<file path="src/rtl/ws_flush_ctrl.sv">
// Pipeline flush / refetch controller: flushes on WB events, drains stale fetches, then redirects.
// Optional TLB_REFILL_VEC_EN: exceptions flagged as TLB refill vector to REFILL_VEC.
module ws_flush_ctrl #(
  parameter int unsigned MAX_OUTSTANDING = 2,
  parameter int unsigned CNT_W           = 2,
  parameter logic [31:0] EXC_VEC         = 32'hbfc00380,
  parameter logic [31:0] REFILL_VEC      = 32'hbfc00200
) (
  input  logic        clk,
  input  logic        reset,
  input  logic        ws_exc,
  input  logic        ws_exc_refill,
  input  logic        ws_eret,
  input  logic        ws_refetch,
  input  logic [31:0] ws_epc,
  input  logic [31:0] ws_refetch_pc,
  input  logic        inst_req_hs,
  input  logic        inst_data_ok,
  output logic        flush,
  output logic        fs_stall,
  output logic        inst_discard,
  output logic        redirect_valid,
  output logic [31:0] redirect_pc,
  input  logic        fs_redirect_ready
);

  localparam logic [1:0] StIdle     = 2'd0;
  localparam logic [1:0] StDrain    = 2'd1;
  localparam logic [1:0] StRedirect = 2'd2;

  localparam logic [CNT_W:0] MaxOut = (CNT_W + 1)'(MAX_OUTSTANDING);

  logic [1:0]       state_q, state_d;
  logic [CNT_W-1:0] out_q, out_d;
  logic [CNT_W-1:0] disc_q, disc_d;
  logic [31:0]      pc_q, pc_d;

  logic             any_event;
  logic [31:0]      exc_target;
  logic [31:0]      target;
  logic [CNT_W:0]   out_inc;
  logic [CNT_W:0]   out_nxt;

`ifdef TLB_REFILL_VEC_EN
  assign exc_target = ws_exc_refill ? REFILL_VEC : EXC_VEC;
`else
  logic [32:0] unused_cfg;
  assign unused_cfg = {ws_exc_refill, REFILL_VEC};
  assign exc_target = EXC_VEC;
`endif

  assign any_event = ws_exc | ws_eret | ws_refetch;

  always_comb begin
    target = ws_refetch_pc;
    if (ws_exc) begin
      target = exc_target;
    end else if (ws_eret) begin
      target = ws_epc;
    end
  end

  // Outstanding count tracks the bus in every state; underflow saturates at zero.
  assign out_inc = {1'b0, out_q} + {{CNT_W{1'b0}}, inst_req_hs};

  always_comb begin
    out_nxt = out_inc;
    if (inst_data_ok && (out_inc != '0)) begin
      out_nxt = out_inc - 1'b1;
    end
    if (out_nxt > MaxOut) begin
      out_nxt = MaxOut;
    end
  end

  assign out_d = out_nxt[CNT_W-1:0];

  always_comb begin
    state_d = state_q;
    disc_d  = disc_q;
    pc_d    = pc_q;
    case (state_q)
      StIdle: begin
        if (any_event) begin
          pc_d    = target;
          // Same-cycle request/data_ok are folded in exactly once via out_d.
          disc_d  = out_d;
          state_d = (out_d != '0) ? StDrain : StRedirect;
        end
      end
      StDrain: begin
        if (inst_data_ok && (disc_q != '0)) begin
          disc_d = disc_q - CNT_W'(1);
        end
        if (disc_d == '0) begin
          state_d = StRedirect;
        end
      end
      StRedirect: begin
        if (fs_redirect_ready) begin
          state_d = StIdle;
        end
      end
      default: state_d = StIdle;
    endcase
  end

  always_ff @(posedge clk) begin
    if (reset) begin
      state_q <= StIdle;
      out_q   <= '0;
      disc_q  <= '0;
      pc_q    <= '0;
    end else begin
      state_q <= state_d;
      out_q   <= out_d;
      disc_q  <= disc_d;
      pc_q    <= pc_d;
    end
  end

  assign flush          = (state_q == StIdle) && any_event;
  assign fs_stall       = (state_q != StIdle);
  assign redirect_valid = (state_q == StRedirect);
  assign redirect_pc    = pc_q;
  assign inst_discard   = inst_data_ok && ((state_q == StDrain) || flush);

endmodule

</file>
<file path="config.mk">
export PLATFORM = sky130hd
export DESIGN_NAME = ws_flush_ctrl
export DESIGN_NICKNAME = d
export VERILOG_FILES = /design/src/rtl/ws_flush_ctrl.sv
export SDC_FILE = /design/constraint.sdc
export NUM_CORES = 1
export LEC_CHECK = 0
export CORE_MARGIN = 2
export CORE_UTILIZATION = 42
export CTS_CLUSTER_SIZE = 14
export DETAILED_ROUTE_END_ITERATION = 12
export HOLD_SLACK_MARGIN = 0.03
export PLACE_DENSITY = 0.86
export SYNTH_ARGS = -nofsm -noshare
export SYNTH_HDL_FRONTEND = slang
export SYNTH_SLANG_ARGS = --single-unit
</file>
<file path="constraint.sdc">
create_clock -name clk -period 3.2 [get_ports clk]
set_input_delay 0.64 -clock clk [delete_from_list [all_inputs] [get_ports clk]]
set_output_delay 0.64 -clock clk [all_outputs]
set_load 0.01 [all_outputs]
</file>
==> qor.txt, run 1 <==
Postcts setup bufs -> 0
DR vias -> 1998
CP max stage delay -> 490 ps
CP max-delay cell -> clkdlybuf4s50_1
Routed wl met2 -> 2734 um
Area leader, netlist -> dfxtp_1
Total GRT Usage -> 20.55%
Metal1 wirelength -> 2272 um
Main flop type after synthesis -> dfxtp_1
Slew headroom -> 53.34%
Placer Congestion -> 0.7677
Total length of routed wires -> 5421 um
Max IR drop VDD -> 0.0003181 V
Mapped Cells -> 228
Period minus WS final -> 2885 ps
Total gr overflow -> 0
Vias in the first global route -> 1905
Worst Path Max Fanout -> 3
Num rows -> 25
HPWL after DPL -> 3953 um
Post-route cell area -> 3158 um^2
Core ar. -> 4629 um^2
Worst Max-Slew Pin Slew -> 690.5 ps
Startpoint Class -> primary input
Sink Count -> 38
Cell Area, Synth -> 1984 um^2
Worst slack at placement -> 244.4 ps
Cts repair resizes -> 0
# diodes -> 0
Max Fclk -> 346.6 MHz
Post-Place Cell Area -> 3048 um^2
H-tree levels -> 2
Die X -> 72.74 um
Register clock-pin slew on the reported worst setup and hold paths -> 70 ps
Setup Viol. Count Final -> 0
Most frequent cells in the layout -> 106 x clkdlybuf4s50_1, 38 x dfxtp_1, 23 x a21oi_1, 21 x or3_1
Largest cells by area after synthesis -> dfxtp_1 38%, mux2i_1 10%, or3_1 6.6%
Commonest non-fill, non-tap cell in the layout -> clkdlybuf4s50_1
DIE HEIGHT -> 72.74 um
Flop2flop setup slack -> 1050 ps
Max_cap viols -> 0
Area growth syn-to-layout -> 59.14%
CP Class -> primary input to primary output
Synthesized Nets -> 307
Vias/cell -> 5.203
Asr flop ratio synth -> 0%
Hold Vio Cnt, Final -> 0
Finished Layout Cells -> 384
Post-synth EDFFs -> 0
Antenna Nets Post-Route -> 0
Crit. End Element -> primary output
Synth warn -> 0
I/O Pins -> 109
CTS max path bufs -> 2
Drt first pass iters -> 4
Hold Crit Class -> register to register
Syn avg cell area -> 8.704 um^2
Hold Buf Count CTS -> 0
DR iter-0 viols -> 90
CTS tree -> built
Final #Nets -> 408
Critical path arrival -> 2240 ps
Cts bufs inserted -> 5
First-pass GRT wire length -> 8576 um
Leakage -> 1.200 nW
Initial antenna violation count -> 0
Fin Hold WS -> 450.1 ps
Setup TNS -> 0 ps
DR WL/cell -> 14.12 um
Dpl cells -> 376
Synth cell types -> 34
Final worst setup slack -> 315.2 ps
Clk root buf -> clkbuf_8
Status -> finished, final reports clean
Largest net degree at the start of global routing -> 53
Met3 wire length -> 377 um
Final period util -> 90.15%
Power per cell area -> 607.3 nW/um^2
Max-slew violations -> 0
DIE AREA -> 5290 um^2
Top sig layer -> met4
Crit-path cells -> clkdlybuf4s50_1, or3_4, nor2_1, nor3b_1, clkdlybuf4s50_1
Sequential share of the synthesized area -> 38.34%
Worst Clk Skew -> 4.516 ps
Crit-path most repeated cell -> clkdlybuf4s50_1
DRC violations left -> 0
RSZ-0062 raised after global routing -> false
Initial Util -> 42.86%
Share of layout cells above drive strength 1 -> 5.758%
PortBufs -> 107
Worst-skew pair later-pin latency -> 280 ps
Post-synth top area share -> 38.34%
WP data required -> 2560 ps
Synth Register Bits -> 38
-- final timing paths --
| path | from | end | cells past startpoint |
|---|---|---|---|
| max reg2reg | out_q[0]$_SDFF_PP0_ | disc_q[1]$_SDFFE_PP0P_ | 9 |
| min | redirect_pc[10]$_SDFFE_PP0P_ | redirect_pc[10]$_SDFFE_PP0P_ | 2 |
| max | ws_exc | inst_discard | 5 |
| min reg2reg | redirect_pc[10]$_SDFFE_PP0P_ | redirect_pc[10]$_SDFFE_PP0P_ | 2 |
-- per-layer routing --
metal | global-route usage, % | up-vias
met5 | 0 | -
li1 | - | 1018
met4 | 4.938 | 0
met2 | 36.36 | 68
met1 | 24.61 | 907
met3 | 5.663 | 5
-- cell usage after synthesis (all sizes together) (2+ instances only) --
library cell	n
nor3	13
nor2	16
ha	6
buf	10
inv	7
nand4b	2
or3	22
nand2	21
a21oi	23
o31a	2
dfxtp	38
clkbuf	8
a2111oi	12
mux2i	20
nor2b	15
-- cells by family after synthesis --
logic type | Yosys count | share of synthesized area [%]
AOI/OAI and AO/OA | 44 | 15.07
buffers and inverters | 25 | 6.873
xor gates and xnor gates | 1 | 0.4414
and+or+nand+nor | 94 | 25.41
DFF | 38 | 38.34
adders and majority gates | 6 | 3.783
muxes | 20 | 10.09
-- per-stage QoR --
| step | total power [mW] | util [%] |
|---|---|---|
| after detailed placement | 1.556 | 65.84 |
| after global routing | 2.057 | 68.22 |
| after global placement | 1.522 | 65.84 |
| final | 1.918 | 68.22 |
| after CTS | 1.940 | 68.22 |
| after floorplan | 1.203 | - |
-- worst max-delay path: cells and delay by family --
kind | cells | cell delay, ps
buffers and inverters | 2 | 930
and+or+nand+nor | 3 | 680
-- layout make-up --
type | count | area, um^2
fill | 373 | 1471
timing repair buffer | 112 | 1104
multi-input combinational | 165 | 1087
sequential | 38 | 760.7
clock buffer | 8 | 110.1
tap | 54 | 67.56
inverter | 7 | 28.78
-- registers in the layout, summed over array words and instances (netlist names) --
| signal | count |
|---|---|
| disc_q | 2 |
| state_q | 2 |
| redirect_pc | 32 |
| out_q | 2 |
-- power by group --
part	leakage [nW]	internal, mW	total (mW)	switching [mW]
clock	0.0575	0.217	0.375	0.158
sequential	0.313	0.586	0.652	0.0662
combinational	0.829	0.454	0.891	0.436
Power figures use the tool's default switching activity.
==> inputs of run 2 (changes only) <==
GPL_ROUTABILITY_DRIVEN = 0   (was not set)
==> results of run 2 <==
No change in the layout: final DEF, timing and power equal those of run 1.
